## config.mk

```make
export PLATFORM = sky130hd
export DESIGN_NAME = pwm_blk_gen
export DESIGN_NICKNAME = d
export VERILOG_FILES = /design/src/rtl/pwm_blk_gen.sv
export SDC_FILE = /design/constraint.sdc
export NUM_CORES = 1
export LEC_CHECK = 0
export CAP_MARGIN = 10
export CORE_MARGIN = 2
export CORE_UTILIZATION = 54
export DETAILED_ROUTE_END_ITERATION = 8
export MAX_ROUTING_LAYER = met4
export PLACE_DENSITY = 0.9
export SLEW_MARGIN = 20
export SYNTH_ARGS = -nofsm -noshare
export SYNTH_HDL_FRONTEND = slang
export SYNTH_SLANG_ARGS = --single-unit
```

## constraint.sdc

```tcl
create_clock -name S_AXI_ACLK -period 3.3 [get_ports S_AXI_ACLK]
set_input_delay 0.33 -clock S_AXI_ACLK [delete_from_list [all_inputs] [get_ports S_AXI_ACLK]]
set_output_delay 0.33 -clock S_AXI_ACLK [all_outputs]
set_load 0.005 [all_outputs]
```

## src/rtl/pwm_blk_gen.sv

```systemverilog
`default_nettype none
// ============================================================================
//  Module   : pwm_blk_gen
//  Purpose  : PWM / blanking generator with shadowed config and a divided
//             block clock. Config is reloaded only at period boundaries.
//  Revision : 1.0 - initial release
// ============================================================================
module pwm_blk_gen #(
    parameter int C_DUTY_WIDTH = 8,
    parameter int C_PCNT_WIDTH = 16
) (
    input  logic                    S_AXI_ACLK,
    input  logic                    S_AXI_ARESETN,
    input  logic                    enable,
    input  logic [31:0]             pwm_clk_div,
    input  logic [31:0]             pwm_blk_duty_cycle,
    output logic                    pwm_out,
    output logic                    pwm_blk_clk_out,
    output logic                    period_start,
    output logic                    running,
    output logic [C_PCNT_WIDTH-1:0] period_count
);

    localparam logic [1:0] c_st_idle = 2'd0;
    localparam logic [1:0] c_st_load = 2'd1;
    localparam logic [1:0] c_st_run  = 2'd2;

    localparam logic [C_DUTY_WIDTH-1:0] c_phase_max = '1;
    localparam logic [C_DUTY_WIDTH:0]   c_duty_full = {1'b1, {C_DUTY_WIDTH{1'b0}}};

    logic [1:0]              r_state;
    logic [31:0]             r_div_sh;
    logic [C_DUTY_WIDTH:0]   r_duty_sh;
    logic [31:0]             r_div_cnt;
    logic [C_DUTY_WIDTH-1:0] r_phase;
    logic                    r_blk_clk;
    logic                    r_period_start;
    logic [C_PCNT_WIDTH-1:0] r_period_count;

    logic                    w_running;
    logic                    w_tick;
    logic                    w_wrap;
    logic [C_DUTY_WIDTH:0]   w_duty_clamp;

    // Duty values at or above the period length all mean 100 %.
    assign w_duty_clamp = (pwm_blk_duty_cycle >= 32'(c_duty_full)) ? c_duty_full
                                                                    : pwm_blk_duty_cycle[C_DUTY_WIDTH:0];

    assign w_running = (r_state == c_st_run);
    assign w_tick    = w_running && (r_div_cnt == r_div_sh);
    assign w_wrap    = w_tick && (r_phase == c_phase_max);

    always_ff @(posedge S_AXI_ACLK or negedge S_AXI_ARESETN) begin
        if (!S_AXI_ARESETN) begin
            r_state        <= c_st_idle;
            r_div_sh       <= '0;
            r_duty_sh      <= '0;
            r_div_cnt      <= '0;
            r_phase        <= '0;
            r_blk_clk      <= 1'b0;
            r_period_start <= 1'b0;
            r_period_count <= '0;
        end else begin
            case (r_state)
                c_st_idle: begin
                    r_blk_clk      <= 1'b0;
                    r_period_start <= 1'b0;
                    if (enable) begin
                        r_state <= c_st_load;
                    end
                end
                c_st_load: begin
                    r_div_sh       <= pwm_clk_div;
                    r_duty_sh      <= w_duty_clamp;
                    r_div_cnt      <= '0;
                    r_phase        <= '0;
                    r_blk_clk      <= 1'b0;
                    r_period_start <= 1'b1;
                    r_state        <= c_st_run;
                end
                c_st_run: begin
                    r_period_start <= 1'b0;
                    if (w_tick) begin
                        r_div_cnt <= '0;
                        r_phase   <= r_phase + 1'b1;
                        r_blk_clk <= ~r_blk_clk;
                        if (w_wrap) begin
                            r_period_count <= r_period_count + 1'b1;
                            // Reload in place keeps the block clock phase running across the wrap.
                            if (enable) begin
                                r_div_sh       <= pwm_clk_div;
                                r_duty_sh      <= w_duty_clamp;
                                r_period_start <= 1'b1;
                            end else begin
                                r_blk_clk <= 1'b0;
                                r_state   <= c_st_idle;
                            end
                        end
                    end else begin
                        r_div_cnt <= r_div_cnt + 32'd1;
                    end
                end
                default: begin
                    r_state <= c_st_idle;
                end
            endcase
        end
    end

    assign running         = w_running;
    assign pwm_out         = w_running && ({1'b0, r_phase} < r_duty_sh);
    assign pwm_blk_clk_out = r_blk_clk;
    assign period_start    = r_period_start;
    assign period_count    = r_period_count;

endmodule
`default_nettype wire

```

Word level (Yosys, flattened, before mapping). Cells that the tools add are included.

Register bits after elaboration: 101. Output and inout port bits: 20. Input bits: 67.

Equality and inequality tests: 9. Add/subtract/negate cells: 3. Reductions and logical operators: 13. Bitwise logic cells: 1. Multiplexer cells: 26. Order comparisons: 2.

Operator list (count): 32-bit two-way mux (4); 32-bit one-hot mux with 2 select lines (2); 9-bit two-way mux (4); 32-bit by 1-bit adder with 32-bit output, second input constant (1); 32-bit equality test (1); 32-bit by 9-bit greater-or-equal comparator with 1-bit output, second input constant (1); 9-bit one-hot mux with 2 select lines (1); 16-bit by 1-bit adder with 16-bit output, second input constant (1); 8-bit one-hot mux with 2 select lines (1); 8-bit by 9-bit < comparator with 1-bit output (1); 8-bit by 1-bit adder with 8-bit output, second input constant (1); 8-bit equality test, second input constant (1); 2-bit two-way mux (4); 8-bit two-way mux (1); 4-bit AND reduction (2); 1-bit two-way mux (6); 2-bit inequality test, second input constant (3); 2-bit one-hot mux with 3 select lines (1); 2-bit by 1-bit inequality test with 1-bit output, second input constant (2); 2-bit AND reduction (2); 2-bit nonzero test (2); 1-bit logical AND (3); 1-bit one-hot mux with 3 select lines (1); 3-bit AND reduction (1); other kinds (7) (7).

Depth between registers and ports, before layout. Gate-level depths: netlist of the first run.

Word-level depth: 6. Mapped depth: 9. Depth with buffers taken out: 8.

Worst setup path after synthesis of the first run. No wires, ideal clock.

Kind: flip-flop to flip-flop. Start: register r_div_cnt[14]. End: register r_div_sh[0]. Arrival time: 2280 ps. Setup time: 125 ps. Cell stages (with the launch flop): 10. Buffers on the path: 3. Setup slack: 895 ps. Path through: dfrtp_1 > xor2_1 > nor4_2 > nand4_2 > or2_1 > buf_6 > o31a_1 > buf_6 > buf_12 > mux2_4.

Cells in the longest elaborated chain, start to end: 5.

Ends and longest elaborated chain: start, declared (line 34) `logic [31:0] r_div_cnt;`; start signal, assigned (line 100) `r_div_cnt <= r_div_cnt + 32'd1;`; 32-bit equality test (*) (line 50) `assign w_tick = w_running && (r_div_cnt == r_div_sh);`; 1-bit logical AND (*) (line 50); 1-bit logical AND (line 51) `assign w_wrap = w_tick && (r_phase == c_phase_max);`; 2-bit by 1-bit inequality test with 1-bit output (no source line); 4-bit AND reduction (no source line) (*); end signal, assigned (line 73) `r_div_sh <= pwm_clk_div;`; end signal, assigned (line 91) `r_div_sh <= pwm_clk_div;`; end, declared (line 32) `logic [31:0] r_div_sh;`.

Every way passes the cells marked *; elsewhere a longest branch is shown, timed or not. A chain may end at the register's enable or synchronous reset.

Worst setup path after layout of the first run.
Start: register r_div_cnt[17]. End: register r_div_sh[22].

Same word-level chain as after synthesis.

==> flow_summary.toml, run 1 <==
[synth]
synth.most_common_cell = "dfrtp_1"
synth.ff_latch_count = 101
netlist_area_mm2 = 0.00540
dominantRegCellSynth = "dfrtp_1"
syn-num-nets = 576
netlist-cell-type-count = 44
ys_seq_area_share_pct = 46.8
yosysWarnings = 0
mapped_cells = 495
avgSynthCellArea_um2 = 10.9
post-synth-top-area-cell = "dfrtp_1"
synth_edf_count = 0
most_area_consuming_cells_after_synthesis = "dfrtp_1 47%, mux2_4 8.6%, xor2_1 8.6%"
synthDominantCellAreaShare_pct = 46.8
share_of_synthesized_registers_carrying_an_async_set_or_reset_pct = 100
synth_top_cells_by_count = "101 x dfrtp_1, 55 x nor2_1, 53 x xor2_1"

[job]
timing.max_cap.violations = 0

[worst_hold_path]
hold_path_class = "reg -> reg"
timing.hold.worst_path_depth = 1
min_delay_worst_endpoint = "period_count[15]"
hold_path.startpoint = "period_count[15]"

[clock_tree]
cts_resized = 0
insertion_delay_ns = 0.38
clock_sink_count = 101
clock_path_buffers = 2
numCtsBuffers = 9
cts_root_buffer = "clkbuf_8"
clk_pin_slew_worst_paths_ns = 0.09
htree_levels = 3
tritoncts = "built"

[critical_path]
crit_type = "reg -> reg"
rr_startpoint = "r_div_cnt[17]"
critical_path.cell_chain = "xor2_1 -> nor4_1 -> nand4_1 -> or2_1 -> o31a_2 -> buf_12 -> mux2_4"
cp_slowest_stage_delay_ns = 0.56
critical-path-top-delay-family = "simple AND/OR/NAND/NOR gates"
critPathCaptureType = "flip-flop"
worst-r2r-setup-slack_ns = 0.36
worstPathBufferInverterCount = 1
worst_path_max_delay_cell = "o31a_2"
cp.arrival_ns = 3.20
crit_path_start_kind = "flip-flop"
critical_path.max_fanout = 24
cp_data_required_time_ns = 3.57
timing.reg2reg.worst_path_depth = 7
worstReg2RegEnd = "r_div_sh[22]"

[floorplanning]
placementRows = 36
dieArea_mm2 = 0.0108
top_level_ports = 87
die-height_um = 104
die_w_um = 104
placeableCoreArea_mm2 = 0.00973
initial_core_util_pct = 55.5

[timing]
clock-skew-final_ns = 0.00947
timing.final.hold_violations = 0
fmax_mhz = 340
finalSetupViolations = 0
rsz0062_at_grt = "no"
max_slew.worst_pin.slew_ns = 0.659
totalNegativeSetupSlack_ns = 0
maxSlewHeadroom_pct = 56.1
fin_crit_sh_pct = 89.0
timing.final.max_slew_violations = 0
shortest_period_the_worst_path_allows_ns = 2.94
timing.hold.ws_ns = 0.479

[power_and_ir_drop]
netSwitchingPower_w = 0.00130
switching_fraction_of_total_power_pct = 33.3
leakage_power_summed_over_all_cells_nw = 3.04
power.sequential.fraction_pct = 42.7
p_comb_share_pct = 36.6
pwr_density_cell_mw_per_mm2 = 592
ir_worst_vdd_v = 0.000302
share_of_power_burned_in_the_clock_network_pct = 20.6
power_report.internal_total_w = 0.00260

[placement]
port_buffers = 86
dpl.hpwl_um = 8510
finalWeightedCongestion = 0.875

[drt]
routed_wirelength_um = 11800
ant_nets = 0
drt-vias-per-instance = 5.59
first_pass_iters = 5
wl_per_cell_um = 16.2
drt-initial-drc-count = 225
detailroute.via_count = 4050
remaining_drc_errors = 0

[cells_and_area]
nets = 668
num_antenna_cells = 0
area_delta_synth_final_pct = 22.0
final_layout_size_suffix_gt1_share_pct = 11.5
nFillCells = 741
post-route-util_pct = 67.7

[global_routing]
wire_length_of_the_first_global_routing_pass_um = 20100
track_usage_pct = 23.5
first_global_vias = 4123
grt_max_degree = 54
antenna_found_initial = 0
grt-ovfl-total = 0

[status]
run_status = "completed"
==> cell usage in the layout, fill, tap and decap left out, drive strengths merged, types with 2 or more instances in the layout <==
| master | count |
|---|---|
| nand2 | 23 |
| o21ai | 12 |
| nor3 | 8 |
| clkdlybuf4s50 | 85 |
| a21o | 4 |
| and4 | 4 |
| ha | 14 |
| o31a | 2 |
| o221ai | 5 |
| xor2 | 53 |
| buf | 11 |
| mux2 | 35 |
| mux2i | 10 |
| clkbuf | 11 |
| nor2 | 55 |
| nand2b | 3 |
| a31oi | 6 |
| nand3 | 27 |
| a21boi | 2 |
| inv | 26 |
| nor2b | 3 |
| xnor2 | 22 |
| nor4 | 17 |
| dfrtp | 101 |
| clkinvlp | 2 |
| nand4 | 16 |
| and3 | 19 |
==> registers in the layout (all words and copies together), names as in the netlist <==
| name | count |
|---|---|
| period_count | 16 |
| period_start | 1 |
| pwm_blk_clk_out | 1 |
| r_div_cnt | 32 |
| r_div_sh | 32 |
| r_duty_sh | 9 |
| r_phase | 8 |
| r_state | 2 |
==> kinds of logic (layout without fill, tap and decap cells) <==
group | Yosys count | count (layout) | share of synthesized area [%]
flops | 101 | 101 | 46.8
compound gates | 38 | 38 | 4.87
simple gates | 181 | 181 | 17.4
fa+ha+maj | 14 | 14 | 3.24
buf+inv | 41 | 138 | 4.24
mux | 45 | 45 | 11.3
xor+xnor | 75 | 75 | 12.2
==> what timing repair did <==
action,4_1_cts,5_1_grt
setup buffers,0,0
endpoints found under the setup margin,0,0
hold buffers,1,0
hold endpoints to repair,22,0
==> cell type report <==
type                            count  area [um^2]  share of cell area (%)
Multi-Input combinational cell    353         2640                    40.1
Timing Repair Buffer               97          956                    14.5
Inverter                           25         93.8                    1.42
Tap cell                          133          166                    2.53
Sequential cell                   101         2530                    38.4
Clock buffer                       11          141                    2.15
Clock inverter                      5         58.8                   0.893
==> per-layer routing <==
| layer | wire [um] | track usage [%] |
|---|---|---|
| met5 | 0 | - |
| met4 | 192 | 6.27 |
| met3 | 700 | 4.64 |
| met2 | 5940 | 38.9 |
| met1 | 4930 | 29.9 |
==> power by group through the flow <==
stage,Combinational [W],Clock (W),Sequential [W]
2_1_floorplan,0.00116,0,0.00162
3_3_place_gp,0.00135,0,0.00168
3_5_place_dp,0.00142,0,0.00168
4_1_cts,0.00143,0.000814,0.00167
5_1_grt,0.00153,0.000871,0.00169
6_report,0.00143,0.000804,0.00167
==> how the worst max path moves through the flow <==
stage / startpoint / to / slack, ns / cells after the start
after global placement: r_div_cnt[20] / r_div_sh[8] / 0.53 / 7
after detailed placement: r_div_cnt[29] / r_div_sh[11] / 0.45 / 7
after global routing: r_div_cnt[17] / r_div_sh[22] / 0.27 / 7
after CTS: r_div_cnt[20] / r_div_sh[22] / 0.40 / 7
final: r_div_cnt[17] / r_div_sh[22] / 0.36 / 7
after floorplan: r_div_cnt[14] / r_div_sh[0] / 0.89 / 9
==> through the flow <==
| step | power [W] | cells | setup WS (ns) | cell area (um^2) |
|---|---|---|---|---|
| 2_1_floorplan | 0.00277 | 495 | 0.895 | 5400 |
| 3_3_place_gp | 0.00303 | 708 | 0.528 | 6380 |
| 3_5_place_dp | 0.00310 | 708 | 0.448 | 6380 |
| 4_1_cts | 0.00391 | 725 | 0.402 | 6590 |
| 5_1_grt | 0.00409 | 725 | 0.270 | 6590 |
| 6_report | 0.00390 | 725 | 0.363 | 6590 |
Note: power is estimated with default switching activity, not from simulation.
==> run 2, diff against run 1 <==
Settings changed: CORE_ASPECT_RATIO from default to 1.25.
==> run 2 against run 1 <==
Sequential cell count did not move; wire length rose by 4.7%; critical path depth stayed put; setup slack better by 0.032 ns; combinational power about the same; non-clock buffer count shrank 1; critical endpoint is now r_div_sh[7]; largest power group unchanged.
==> flow_summary.toml, run 2 (synthesis gave the netlist of run 1 again) <==
[status]
run_status = "completed"

[global_routing]
track_usage_pct = 25.0
grt_max_degree = 69
antenna_found_initial = 0
wire_length_of_the_first_global_routing_pass_um = 20600
first_global_vias = 4296
grt-ovfl-total = 0

[critical_path]
crit_type = "reg -> reg"
cp.arrival_ns = 3.14
critical_path.cell_chain = "xor2_1 -> nor4_1 -> nand4_2 -> or2_1 -> o31a_2 -> buf_4 -> mux2_4"
critical_path.max_fanout = 41
worst_path_max_delay_cell = "nor4_1"
crit_path_start_kind = "flip-flop"
cp_data_required_time_ns = 3.53
critPathCaptureType = "flip-flop"
cp_slowest_stage_delay_ns = 0.47

[clock_tree]
postCtsHoldBufs = 0
insertion_delay_ns = 0.35
htree_levels = 3
clock_sink_count = 101
tritoncts = "built"
clk_pin_slew_worst_paths_ns = 0.07
post_cts.repair.setup_buffers = 0
clock_path_buffers = 2
cts_resized = 0
cts_root_buffer = "clkbuf_16"
numCtsBuffers = 9

[drt]
first_pass_iters = 5
drt-initial-drc-count = 196
detailroute.via_count = 4119
ant_nets = 0
drt-vias-per-instance = 5.75
routed_wirelength_um = 12300
remaining_drc_errors = 0
wl_per_cell_um = 17.2

[timing]
shortest_period_the_worst_path_allows_ns = 2.91
timing.final.hold_violations = 0
max_slew.worst_pin.slew_ns = 0.860
timing.final.max_slew_violations = 0
fin_crit_sh_pct = 88.0
totalNegativeSetupSlack_ns = 0
clock-skew-final_ns = 0.00912
rsz0062_at_grt = "no"
maxSlewHeadroom_pct = 42.7
fmax_mhz = 344
finalSetupViolations = 0

[floorplanning]
initial_core_util_pct = 55.9
die-height_um = 116
placementRows = 40
placeableCoreArea_mm2 = 0.00966
top_level_ports = 87
dieArea_mm2 = 0.0108
die_w_um = 93.4

[cells_and_area]
nFillCells = 682
final_layout_size_suffix_gt1_share_pct = 11.5
final-instance-count-excl-fill = 716
mostFrequentLayoutCell = "dfrtp_1"
nets = 667
layout_common_cells = "101 x dfrtp_1, 85 x clkdlybuf4s50_1, 55 x nor2_1, 53 x xor2_1, 31 x mux2_4"
num_antenna_cells = 0
area_delta_synth_final_pct = 22.8

[power_and_ir_drop]
leakage_power_summed_over_all_cells_nw = 3.06
ir_worst_vdd_v = 0.000311
power_w = 0.00409
pwr_density_cell_mw_per_mm2 = 616

[job]
timing.max_cap.violations = 0

[placement]
numPlacedInstances = 701
dpl.hpwl_um = 8530
finalWeightedCongestion = 0.910
port_buffers = 86

[worst_hold_path]
hold_path_class = "in -> async"
-- run 2: cell count changes in the layout (fill, tap and decap cells not counted) --
cell and change:
clkbuf_1 -1, bufinv_16 -1, clkbuf_16 +9, buf_12 -1, clkinvlp_4 +1, buf_4 +1, dlygate4sd3_1 -1, clkbuf_8 -9
-- run 2: area by class of cell --
cell class | count | area, um^2 | share of cell area, %
Multi-Input combinational cell | 353 | 2640 | 39.9
Sequential cell | 101 | 2530 | 38.1
Timing Repair Buffer | 96 | 933 | 14.1
Clock buffer | 10 | 239 | 3.60
Tap cell | 126 | 158 | 2.38
Inverter | 25 | 93.8 | 1.42
Clock inverter | 5 | 36.3 | 0.547
-- run 2: power breakdown --
part / switching (W) / internal, W
combinational: 0.000666 / 0.000747
clock: 0.000466 / 0.000529
sequential: 0.000213 / 0.00147
-- run 2: metrics by stage --
stage	hold slack, ns	util (%)	instance area [um^2]	setup WS (ns)
floorplan	0.0344	-	5400	0.895
global placement	0.459	65.8	6360	0.477
detailed placement	0.457	65.8	6360	0.414
CTS	0.121	68.7	6630	0.386
global route	0.156	68.7	6630	0.294
finish	0.0919	68.7	6630	0.395
-- run 2: worst paths after layout --
check	from	end	slack, ns	cells past startpoint
worst max-delay path	r_div_cnt[19]	r_div_sh[7]	0.39	7
worst min-delay path	S_AXI_ARESETN	r_div_sh[24]	0.09	1
worst max register to register	r_div_cnt[19]	r_div_sh[7]	0.39	7
worst min register to register	period_count[15]	period_count[15]	0.46	1
max in group asynchronous	S_AXI_ARESETN	r_div_sh[9]	2.43	2
min in group S_AXI_ACLK	period_count[15]	period_count[15]	0.46	1
-- run 2: metal layers --
metal  GRT usage (%)  wire [um]  up-vias
li1                -          -     1900
met1            28.9       4910     2029
met2            43.6       6420      150
met3            4.88        595       40
met4            8.63        397        0
met5               -          0        -
-- run 2: critical path: cells and delay by family (launching register included) --
kind / cells / cell delay [ns]
muxes: 1 / 0.39
AOI/OAI and AO/OA: 1 / 0.32
xor gates and xnor gates: 1 / 0.20
DFF: 1 / 0.44
buffers and inverters: 1 / 0.35
and+or+nand+nor: 3 / 1.07
